===== src/rtl/beacon_sequencer_if.sv =====
// rtl/beacon_sequencer_if.sv - symbol ROM bus between the beacon sequencer and its ROM
// The ROM is synchronous: rom_data follows rom_addr by one sys_clk cycle.
interface beacon_sequencer_if #(
    parameter int ADDR_W = 6
) ();
    logic [ADDR_W-1:0] rom_addr;
    logic [1:0]        rom_data;

    modport master (
        output rom_addr,
        input  rom_data
    );

    modport slave (
        input  rom_addr,
        output rom_data
    );
endinterface


===== src/rtl/beacon_sequencer.sv =====
// rtl/beacon_sequencer.sv - beacon frame scheduler: Morse CW ID, silent gap, CP-FSK burst, holdoff
// Key line, modulator reset and burst flag are registered; frame_done is decoded from the HOLD timer.
module beacon_sequencer #(
    parameter int DIT_DIV       = 792000,
    parameter int ADDR_W        = 6,
    parameter int GAP_UNITS     = 7,
    parameter int FSK_BITS      = 1024,
    parameter int HOLDOFF_UNITS = 14
) (
    input  logic                sys_clk,
    input  logic                sys_rst,
    input  logic                enable,
    beacon_sequencer_if.master  rom,
    input  logic                fsk_bit_tick,
    output logic                key_out,
    output logic                cpfsk_rst,
    output logic                fsk_active,
    output logic [2:0]          state_o,
    output logic                frame_done
);
    localparam int PRE_W  = (DIT_DIV > 1) ? $clog2(DIT_DIV) : 1;
    localparam int UNIT_W = 8;
    localparam int BIT_W  = $clog2(FSK_BITS + 1);
    localparam logic [PRE_W-1:0]  PRE_MAX  = PRE_W'(DIT_DIV - 1);
    localparam logic [BIT_W-1:0]  BIT_MAX  = BIT_W'(FSK_BITS - 1);
    localparam logic [ADDR_W-1:0] ADDR_MAX = '1;

    typedef enum logic [2:0] {
        IDLE  = 3'd0,
        FETCH = 3'd1,
        KEY   = 3'd2,
        SPACE = 3'd3,
        GAP   = 3'd4,
        FSK   = 3'd5,
        HOLD  = 3'd6
    } state_t;

    state_t              state_q, state_d;
    logic                fetch_q, fetch_d;
    logic [ADDR_W-1:0]   addr_q, addr_d;
    logic [PRE_W-1:0]    pre_q, pre_d, adv_pre;
    logic [UNIT_W-1:0]   unit_q, unit_d, adv_unit;
    logic [UNIT_W-1:0]   tgt_q, tgt_d;
    logic [BIT_W-1:0]    bit_q, bit_d;
    logic                key_d, crst_d, fa_d;
    logic                unit_tick, timer_done;

    always_ff @(posedge sys_clk or posedge sys_rst) begin
        if (sys_rst) begin
            state_q    <= IDLE;
            fetch_q    <= 1'b0;
            addr_q     <= '0;
            pre_q      <= '0;
            unit_q     <= '0;
            tgt_q      <= '0;
            bit_q      <= '0;
            key_out    <= 1'b0;
            cpfsk_rst  <= 1'b1;
            fsk_active <= 1'b0;
        end else begin
            state_q    <= state_d;
            fetch_q    <= fetch_d;
            addr_q     <= addr_d;
            pre_q      <= pre_d;
            unit_q     <= unit_d;
            tgt_q      <= tgt_d;
            bit_q      <= bit_d;
            key_out    <= key_d;
            cpfsk_rst  <= crst_d;
            fsk_active <= fa_d;
        end
    end

    // Timed states run for tgt_q units; leaving any state clears prescaler and unit count.
    assign unit_tick  = (pre_q == PRE_MAX);
    assign timer_done = unit_tick && (unit_q == tgt_q - 8'd1);
    assign adv_pre    = unit_tick ? '0 : pre_q + 1'b1;
    assign adv_unit   = unit_tick ? unit_q + 8'd1 : unit_q;

    always_comb begin
        state_d    = state_q;
        fetch_d    = 1'b0;
        addr_d     = addr_q;
        pre_d      = '0;
        unit_d     = '0;
        tgt_d      = tgt_q;
        bit_d      = bit_q;
        key_d      = key_out;
        crst_d     = cpfsk_rst;
        fa_d       = fsk_active;
        frame_done = 1'b0;

        if (!enable) begin
            state_d = IDLE;
            addr_d  = '0;
            tgt_d   = '0;
            bit_d   = '0;
            key_d   = 1'b0;
            crst_d  = 1'b1;
            fa_d    = 1'b0;
        end else begin
            case (state_q)
                IDLE: begin
                    addr_d  = '0;
                    state_d = FETCH;
                end
                FETCH: begin
                    // First cycle lets the ROM register the address; second cycle decodes.
                    if (!fetch_q) begin
                        fetch_d = 1'b1;
                    end else begin
                        case (rom.rom_data)
                            2'b00: begin
                                state_d = KEY;
                                key_d   = 1'b1;
                                tgt_d   = 8'd1;
                            end
                            2'b01: begin
                                state_d = KEY;
                                key_d   = 1'b1;
                                tgt_d   = 8'd3;
                            end
                            2'b10: begin
                                state_d = SPACE;
                                tgt_d   = 8'd2;
                            end
                            default: begin
                                state_d = GAP;
                                tgt_d   = UNIT_W'(GAP_UNITS);
                            end
                        endcase
                    end
                end
                KEY: begin
                    if (timer_done) begin
                        key_d   = 1'b0;
                        state_d = SPACE;
                        tgt_d   = 8'd1;
                    end else begin
                        pre_d  = adv_pre;
                        unit_d = adv_unit;
                    end
                end
                SPACE: begin
                    if (timer_done) begin
                        if (addr_q == ADDR_MAX) begin
                            addr_d  = '0;
                            state_d = GAP;
                            tgt_d   = UNIT_W'(GAP_UNITS);
                        end else begin
                            addr_d  = addr_q + 1'b1;
                            state_d = FETCH;
                        end
                    end else begin
                        pre_d  = adv_pre;
                        unit_d = adv_unit;
                    end
                end
                GAP: begin
                    if (timer_done) begin
                        state_d = FSK;
                        crst_d  = 1'b0;
                        fa_d    = 1'b1;
                    end else begin
                        pre_d  = adv_pre;
                        unit_d = adv_unit;
                    end
                end
                FSK: begin
                    if (fsk_bit_tick) begin
                        if (bit_q == BIT_MAX) begin
                            bit_d   = '0;
                            crst_d  = 1'b1;
                            fa_d    = 1'b0;
                            state_d = HOLD;
                            tgt_d   = UNIT_W'(HOLDOFF_UNITS);
                        end else begin
                            bit_d = bit_q + 1'b1;
                        end
                    end
                end
                HOLD: begin
                    if (timer_done) begin
                        frame_done = 1'b1;
                        addr_d     = '0;
                        state_d    = FETCH;
                    end else begin
                        pre_d  = adv_pre;
                        unit_d = adv_unit;
                    end
                end
                default: begin
                    state_d = IDLE;
                end
            endcase
        end
    end

    assign rom.rom_addr = addr_q;
    assign state_o      = state_q;
endmodule

===== src/flat_wrapper.sv =====
// flat-port wrapper written by rule: the top's interface ports become plain ports
module beacon_sequencer_flat 
#(
    parameter int DIT_DIV       = 792000,
    parameter int ADDR_W        = 6,
    parameter int GAP_UNITS     = 7,
    parameter int FSK_BITS      = 1024,
    parameter int HOLDOFF_UNITS = 14
)
  (sys_clk, sys_rst, enable, fsk_bit_tick, key_out, cpfsk_rst, fsk_active, state_o, frame_done, rom_rom_addr, rom_rom_data);
  beacon_sequencer_if #(.ADDR_W(ADDR_W)) rom_i ();
  input  logic sys_clk;
  input  logic sys_rst;
  input  logic enable;
  input  logic fsk_bit_tick;
  output logic key_out;
  output logic cpfsk_rst;
  output logic fsk_active;
  output logic [2:0] state_o;
  output logic frame_done;
  output wire logic [$bits(rom_i.rom_addr)-1:0] rom_rom_addr;
  input wire logic [$bits(rom_i.rom_data)-1:0] rom_rom_data;
  assign rom_rom_addr = rom_i.rom_addr;
  assign rom_i.rom_data = rom_rom_data;
  beacon_sequencer #(.DIT_DIV(DIT_DIV), .ADDR_W(ADDR_W), .GAP_UNITS(GAP_UNITS), .FSK_BITS(FSK_BITS), .HOLDOFF_UNITS(HOLDOFF_UNITS)) u_core (.sys_clk(sys_clk), .sys_rst(sys_rst), .enable(enable), .rom(rom_i), .fsk_bit_tick(fsk_bit_tick), .key_out(key_out), .cpfsk_rst(cpfsk_rst), .fsk_active(fsk_active), .state_o(state_o), .frame_done(frame_done));
endmodule

===== config.mk =====
export PLATFORM = sky130hd
export DESIGN_NAME = beacon_sequencer_flat
export DESIGN_NICKNAME = d
export VERILOG_FILES = /design/src/rtl/beacon_sequencer_if.sv /design/src/rtl/beacon_sequencer.sv /design/src/flat_wrapper.sv
export SDC_FILE = /design/constraint.sdc
export NUM_CORES = 1
export LEC_CHECK = 0
export CAP_MARGIN = 20
export CORE_ASPECT_RATIO = 1.1
export CORE_MARGIN = 8
export CORE_UTILIZATION = 45
export CTS_BUF_LIST = sky130_fd_sc_hd__clkbuf_4 sky130_fd_sc_hd__clkbuf_8
export DETAILED_ROUTE_END_ITERATION = 8
export PLACE_DENSITY = 0.61
export SLEW_MARGIN = 30
export SYNTH_ARGS = -nofsm -noshare
export SYNTH_HDL_FRONTEND = slang
export SYNTH_SLANG_ARGS = --single-unit

===== constraint.sdc =====
create_clock -name sys_clk -period 7.65 [get_ports sys_clk]
set_clock_uncertainty 0.05 [all_clocks]
set_input_delay 1.53 -clock sys_clk [delete_from_list [all_inputs] [get_ports sys_clk]]
set_output_delay 1.53 -clock sys_clk [all_outputs]
set_load 0.01 [all_outputs]

[After elaboration in Yosys (flattened, before gate mapping)]
Index checks and enable logic that the tools add are counted.
Word-level totals
  flip-flop bits (word level): 60
  input port bits: 6
Operators by class
  eq/ne operators: 28
  reductions and logical operators: 11
  muxes and demuxes: 57
  add/sub/neg operators: 5
Operators by type and width (number)
  8-bit two-way mux: 11
  20-bit two-way mux: 4
  11-bit two-way mux: 4
  8-bit case mux with 4 select lines: 1
  3-bit two-way mux: 9
  6-bit two-way mux: 4
  3-bit by 2-bit inequality test with 1-bit output, second input constant: 7
  3-bit case mux with 7 select lines: 1
  20-bit by 1-bit adder with 20-bit output, second input constant: 1
  20-bit == test, second input constant: 1
  6-bit case mux with 3 select lines: 1
  1-bit two-way mux: 17
  7-bit AND reduction: 2
  11-bit by 1-bit adder with 11-bit output, second input constant: 1
  11-bit by 10-bit == test with 1-bit output, second input constant: 1
  3-bit == test, second input constant: 3
  3-bit case mux with 3 select lines: 1
  8-bit by 1-bit adder with 8-bit output, second input constant: 1
  8-bit == test: 1
  4-bit AND reduction: 2
  8-bit by 1-bit subtractor with 8-bit output, second input constant: 1
  6-bit by 1-bit adder with 6-bit output, second input constant: 1
  3-bit by 2-bit == test with 1-bit output, second input constant: 2
  6-bit == test, second input constant: 1
  other kinds (18): 23

[Depth between registers and ports, before layout]
Gate-level depths: netlist (run 1).
  depth after elaboration: 6
  gate-level depth with buffers: 10
  mapped depth without buffers: 8

[Worst setup path before layout (run 1)]
No wires, ideal clock.
  path kind: reg-to-output
  from: reg u_core.tgt_q[2]
  to: out frame_done
  path buffers: 1
  arrival time: 2094 ps
  setup slack: 3976 ps
  stages on the path, launching flop included: 10
  cell sequence: dfrtp_1 > buf_2 > nor3_1 > ha_1 > xnor2_1 > nor4_2 > nand3_1 > nor3b_1 > nand3_1 > nor2_1
Between the ends
  cells in the longest elaborated chain, start to end: 6
Ends and longest elaborated chain
  from (decl): RTL line beacon_sequencer.sv:43  | logic [UNIT_W-1:0] tgt_q, tgt_d;
  from (signal assigned): RTL line beacon_sequencer.sv:66  | tgt_q <= tgt_d;
  8-bit by 1-bit subtractor with 8-bit output: RTL line beacon_sequencer.sv:76  | assign timer_done = unit_tick && (unit_q == tgt_q - 8'd1);
  8-bit == test: RTL line beacon_sequencer.sv:76
  1-bit logical AND: RTL line beacon_sequencer.sv:76
  1-bit two-way mux: RTL line beacon_sequencer.sv:183  | if (timer_done) begin
  1-bit two-way mux: RTL line beacon_sequencer.sv:102  | case (state_q)
  1-bit two-way mux: RTL line beacon_sequencer.sv:93  | if (!enable) begin
  to (decl): RTL line flat_wrapper.sv:20  | output logic frame_done;
No other way between the ends.

[Worst setup path after layout (run 1)]
  from: in enable
  to: out frame_done
Between the ends
  cells in the longest elaborated chain, start to end: 1
Ends and longest elaborated chain
  from (decl): RTL line flat_wrapper.sv:14  | input logic enable;
  1-bit two-way mux: RTL line beacon_sequencer.sv:93
No other way between the ends.

==> key figures, run 1 <==
Setup path
  – CP Max Fanout: 27
  – WP data arrival: 3.32 ns
  – CP startpoint: enable
  – Setup CP Type: in2out
  – Terminus of the critical flop-to-flop path: u_core.state_o[0]
  – CP required: 6.07 ns
  – R2r worst-path depth: 8
  – FF-to-FF setup slack: 4.77 ns
  – Worst r2r src: u_core.tgt_q[0]
  – Crit end category: output pin
  – CP Launch Type: input port
  – Crit path to: frame_done

Synthesis
  – Yosys cell types: 49
  – Post-synth ARST share: 1.000
  – Sequential area share after synthesis: 0.4343
  – Net Count, Synth: 372
  – Post-synth EDFFs: 0
  – Yosys top cell by area: dfrtp_1
  – Ys flop type: dfrtp_1
  – Area contributors post-synth: dfrtp_1 (43%), xor2_1 (6.0%), nor2_1 (5.7%), nand3_1 (4.2%), xnor2_1 (4.1%)
  – Syn Area/Cell: 8.970 um2
  – Gate Count Post-Synth: 360
  – Top cell type's share of synthesized area: 0.4262
  – Synth Register Bits: 56
  – Mapped Area: roughly 0.0032 mm2
  – Yosys warnings: 0

Global routing
  – Largest net degree at the start of global routing: 57
  – GRT Overall Usage: 0.1382
  – First-pass GRT wire length: 12030 um
  – Vias in the first global route: between 2000 and 3000
  – GR Overflow Total: 0
  – Initial antenna violation count: 0

Power and ir drop
  – Register share of total power: 0.443
  – Clock power frac: 0.239
  – Peak VDD IR: 0.0001672 V
  – Int Pwr: about 0.00052 W
  – PD cells: 225.9 mW/mm2
  – Switch Pwr: 0.0002940 W
  – Sw frac: 0.3613
  – Combinational share of power: 0.318
  – Leak Pwr: 1.474 nW

Cells and area
  – ANT cells: 0
  – Proportion of layout cells with a drive suffix above 1: 0.06366
  – Nets: 388
  – Commonest non-fill, non-tap cell in the layout: dfrtp_1
  – Non-Filler Instances: around 460
  – Commonest cells after routing, fill and taps aside: dfrtp_1 (55), nor2_1 (49), nand2_1 (28)
  – Synth-to-layout area growth: 11.55%

Die
  – Die area: around 0.010 mm2
  – Die Y-Extent: roughly 100 um
  – Starting Density: 0.4635
  – Area of the core: 0.006967 mm2
  – FP Rows: 32
  – Chip width: 96.77 um
  – I/O pin cnt: 19

Placement
  – PortBufs: 18
  – Placed cell count: ~450
  – Routability congestion estimate: slightly above 0.8
  – HPWL after DPL: 5064 um

CTS
  – CTS tree: yes
  – Clock Sinks: 56
  – Hold buffers post-CTS: 0
  – CTS Buffer Depth: 2
  – Root Buffer: clkbuf_8
  – Postcts setup bufs: 0
  – Num CTS Buffers: 5
  – Post-CTS Resized: 0
  – H-tree Lvls: 2
  – CTS clk-pin slew, worst paths: 0.10 ns
  – Clock latency on the worst-skew pair: 0.30 ns

Timing
  – Slew Limit Headroom: 0.4585
  – Fmax: around 200 MHz
  – Setup TNS: 0 ns
  – Post-route minimum period: around 4.9 ns
  – Worst-Margin Slew: 0.8010 ns
  – Final period utilization: 0.6406
  – RSZ-0062 raised after global routing: false
  – Max-slew violations: 0
  – Final hold vios: 0
  – Endpoints failing setup: 0

Worst hold path
  – HP Class: reg2reg
  – Hold path cells: 1

Routing
  – Total wire length: 6958 um
  – Number of DRC markers in iteration 0: 108
  – Routed vias/inst: 5.593
  – Final antenna-violating net count: 0
  – WL/cell: 15.06 um
  – Via count: 2584
  – Drt pass-1 iters: 4
  – Remaining DRCs: 0

Outcome
  – Status: finished, final reports clean

Flow run
  – Max-cap violations: 0
sequential cells by signal, indices dropped and copies added (netlist names):
name                 flops
u_core.key_out           1
u_core.fetch_q           1
u_core.tgt_q             4
u_core.pre_q            20
u_core.unit_q            8
u_core.bit_q            11
u_core.fsk_active        1
u_core.state_o           3
u_core.rom.rom_addr      6
u_core.cpfsk_rst         1
power groups by stage:
stage          clock (W)  sequential [W]  combinational, W
2_1_floorplan          0        0.000340          0.000212
3_3_place_gp           0        0.000366          0.000258
3_5_place_dp           0        0.000365          0.000259
4_1_cts         0.000203        0.000360          0.000261
5_1_grt         0.000212        0.000366          0.000289
6_report        0.000195        0.000360          0.000259
kinds of logic after synthesis:
logic type	synth area share
simple gates	0.2871
flops	0.4343
compound gates	0.1108
xor+xnor	0.1003
buf+inv	0.03100
fa+ha+maj	0.02325
mux	0.01317
synth_stat cells (2+ instances only):
| cell | instances |
|---|---|
| a32o_1 | 4 |
| o21ai_0 | 15 |
| o211ai_1 | 5 |
| or2_2 | 4 |
| nand2_1 | 28 |
| or3_1 | 2 |
| mux2i_1 | 2 |
| nor4b_1 | 6 |
| clkbuf_1 | 10 |
| a21boi_0 | 2 |
| buf_2 | 2 |
| nor2_1 | 49 |
| nand4_1 | 10 |
| nor4_1 | 5 |
| nor2b_1 | 9 |
| nor3_1 | 5 |
| a21oi_1 | 10 |
| xor2_1 | 22 |
| and4_1 | 3 |
| and2_1 | 5 |
| and3_1 | 12 |
| a31oi_1 | 4 |
| a211oi_1 | 2 |
| inv_1 | 14 |
| a22oi_1 | 2 |
| dfrtp_1 | 55 |
| xnor2_1 | 15 |
| nand3_1 | 27 |
| mux2_2 | 2 |
| o22ai_1 | 2 |
| ha_1 | 6 |
| or4_1 | 2 |
| nor3b_1 | 2 |
| o311ai_0 | 2 |
critical path: stages:
cell             delay [ns]
clkdlybuf4s50_1        0.95
nand3_1                0.16
nor2_1                 0.13
clkdlybuf4s50_1        0.54
how the worst min path moves through the flow:
stage	start	endpoint	slack (ns)
floorplan	u_core.fetch_q	u_core.fetch_q	0.38
global placement	u_core.fsk_active	u_core.fsk_active	0.41
detailed placement	u_core.fsk_active	u_core.fsk_active	0.42
CTS	u_core.fsk_active	u_core.fsk_active	0.44
global route	u_core.fsk_active	u_core.fsk_active	0.46
finish	u_core.fsk_active	u_core.fsk_active	0.43
routing by layer:
metal	GRT usage	up-vias	routed length, um
li1	-	1297	-
met5	0	-	0
met1	0.1590	1249	3094
met3	0.02503	6	160
met4	0.04290	0	77
met2	0.2517	32	3625
metrics by stage:
| step | hold WS [ns] | worst slack (ns) | total power [W] | utilization | cell area [um2] |
|---|---|---|---|---|---|
| after floorplan | 0.3816 | 3.976 | 0.0005514 | - | 3229 |
| after global placement | 0.4094 | 2.773 | 0.0006243 | 0.5011 | 3491 |
| after detailed placement | 0.4154 | 2.746 | 0.0006243 | 0.5011 | 3491 |
| after CTS | 0.4412 | 2.726 | 0.0008238 | 0.5171 | 3602 |
| after global routing | 0.4603 | 2.514 | 0.0008670 | 0.5171 | 3602 |
| final | 0.4324 | 2.749 | 0.0008137 | 0.5171 | 3602 |
cell type report:
class / count / area, um2
well taps: 85 / 106.4
flip-flops and latches: 56 / 1403
clock buffers: 5 / 68.82
clock inverters: 3 / 42.54
multi-input cells: 278 / 1727
fillers: 699 / 3364
inverters: 14 / 52.55
repair buffers: 21 / 202.7
Note: power is estimated with default switching activity, not from simulation.
==> inputs of run 2 (changes only) <==
PLACE_DENSITY = 0.63   (was 0.61)
clock period = 4.3 ns   (was 7.65 ns; I/O delays follow)
==> run 2 against run 1 <==
Worst setup slack worse by 2.3 ns; largest cell class unchanged; sequential share of layout area up 0.068 points; worst hold slack better by 0.0081 ns; critical path type is now reg2out; highest routed layer unchanged; flip-flop and latch count unchanged; clock-buffer cell count unchanged; critical path depth up 6.
==> key figures, run 2 (synthesis gave the netlist of run 1 again) <==
Power and ir drop
  – Peak VDD IR: 0.0002270 V
  – Total power: 0.001395 W
  – Register share of total power: 0.461
  – Combinational share of power: 0.329
  – Clock power frac: 0.211
  – Sw frac: 0.3777
  – Int Pwr: 0.0008681 W
  – Switch Pwr: 0.0005268 W
  – Leak Pwr: roughly 1.5 nW
  – PD cells: 387.9 mW/mm2

Setup path
  – WP data arrival: roughly 3 ns
  – Crit end category: output pin
  – R2r worst-path depth: 8
  – Worst r2r src: u_core.tgt_q[2]
  – FF-to-FF setup slack: 1.55 ns
  – Crit path cell chain: nor3_1, ha_1, xnor2_1, nor4_2, nand3_1, nor3b_1, buf_4, nand3_1, nor2_1, clkdlybuf4s50_1
  – Slowest stage cell, crit path: clkdlybuf4s50_1
  – Terminus of the critical flop-to-flop path: u_core.state_o[0]
  – CP Buf/Inv Count: 2
  – Critical Path Max Stage Delay: between 0.5 and 0.6 ns
  – Setup CP Type: reg2out
  – CP Max Fanout: 6
  – Crit path max-delay family: simple AND/OR/NAND/NOR gates
  – CP required: 3.39 ns
  – CP Launch Type: flop
  – Crit path top cell by count: nand3_1

CTS
  – CTS tree: yes
  – Clock latency on the worst-skew pair: ~0.31 ns
  – Postcts setup bufs: 0
  – Root Buffer: clkbuf_8
  – Post-CTS Resized: 0
  – Hold buffers post-CTS: 0
  – H-tree Lvls: 2
  – Clock Sinks: 56
  – Num CTS Buffers: 5
  – CTS Buffer Depth: 2
  – CTS clk-pin slew, worst paths: about 0.10 ns

Routing
  – Total wire length: a little under 7000 um
  – Final antenna-violating net count: 0
  – Routed vias/inst: approximately 5.6
  – Via count: 2610
  – Drt pass-1 iters: 4
  – Number of DRC markers in iteration 0: 79
  – Remaining DRCs: 0
  – WL/cell: 14.96 um

Cells and area
  – Leading registers by flop count: u_core.pre_q (20), u_core.bit_q (11), u_core.unit_q (8)
  – Commonest cells after routing, fill and taps aside: dfrtp_1 (55), nor2_1 (49), nand2_1 (28)
  – Largest register by flop count: u_core.pre_q
  – Commonest non-fill, non-tap cell in the layout: dfrtp_1
  – Max reg flops: 20
  – ANT cells: 0
  – Synth-to-layout area growth: 11.35%
  – Proportion of layout cells with a drive suffix above 1: 0.06860
  – Nets: 390
  – Non-Filler Cell Area, Final: roughly 0.0036 mm2

Outcome
  – Status: finished, final reports clean

Die
  – Starting Density: 0.4635
  – Area of the core: around 0.007 mm2
  – Die Y-Extent: 104.8 um
  – I/O pin cnt: 19
  – Chip width: 96.77 um
  – Die area: 0.01015 mm2
  – FP Rows: 32

Global routing
  – Largest net degree at the start of global routing: 39
  – First-pass GRT wire length: between 10000 and 15000 um
  – Initial antenna violation count: 0
  – GRT Overall Usage: 0.1382
  – Vias in the first global route: 2615
  – GR Overflow Total: 0

Worst hold path
  – HP Class: reg2reg
  – Hold Startpoint: u_core.fsk_active
  – Worst hold path endpoint: u_core.fsk_active
  – Hold path cells: 1

Timing
  – Worst-Margin Slew: 0.7843 ns
  – Post-route minimum period: between 3 and 4 ns
  – Final hold vios: 0
  – Max-slew violations: 0
  – Endpoints failing setup: 0
  – Final period utilization: 0.8898
  – Fmax: between 200 and 300 MHz
  – Final hold slack: 0.4406 ns
  – RSZ-0062 raised after global routing: false
  – Slew Limit Headroom: 0.4764
  – Setup TNS: 0 ns

Flow run
  – Max-cap violations: 0

Placement
  – HPWL after DPL: 5163 um
  – Post-DP Area: 0.003506 mm2
  – Routability congestion estimate: 0.8505
  – PortBufs: 18
run 2: cell types whose count changed in the layout (fill, tap and decap cells not counted), sizes merged:
cell	change
buf	+2
bufinv	-1
inv	+1
run 2: cell type report:
type                    instances  area, um2
clock buffers                   5      68.82
fillers                       672       3371
multi-input cells             278       1727
repair buffers                 23      217.7
inverters                      14      52.55
well taps                      85      106.4
flip-flops and latches         56       1403
clock inverters                 3      21.27
run 2: per-layer routing:
| layer | global-route usage | part of all wire |
|---|---|---|
| met4 | 0.04620 | 0.015 |
| met2 | 0.2536 | 0.51 |
| met5 | 0 | 0 |
| met1 | 0.1550 | 0.45 |
| met3 | 0.02701 | 0.031 |
run 2: worst register-to-register path: stages, from the launching register on:
cell      delay, ns
dfrtp_1        0.47
nor3_1         0.18
ha_1           0.27
xnor2_1        0.14
nor4_2         0.27
nand3_1        0.17
nor4b_1        0.68
o21bai_1       0.13
mux2_2         0.29
run 2: how the worst max path moves through the flow:
stage | end | depth (start not counted) | start
after global routing | frame_done | 10 | u_core.tgt_q[2]
after global placement | frame_done | 10 | u_core.tgt_q[2]
after detailed placement | frame_done | 10 | u_core.tgt_q[2]
after floorplan | frame_done | 9 | u_core.tgt_q[2]
after CTS | frame_done | 10 | u_core.tgt_q[2]
final | frame_done | 10 | u_core.tgt_q[2]
run 2: power by group through the flow:
stage | sequential (W) | combinational, W | clock (W)
floorplan | 0.000604 | 0.000376 | 0
global placement | 0.000648 | 0.000459 | 0
detailed placement | 0.000652 | 0.000462 | 0
CTS | 0.000641 | 0.000464 | 0.000312
global route | 0.000652 | 0.000512 | 0.000334
finish | 0.000642 | 0.000459 | 0.000294
run 2: metrics by stage:
stage,cells,setup slack (ns),utilization
2_1_floorplan,360,1.296,-
3_3_place_gp,456,0.8478,0.5032
3_5_place_dp,456,0.7947,0.5032
4_1_cts,464,0.4180,0.5162
5_1_grt,464,0.2276,0.5162
6_report,464,0.4740,0.5162
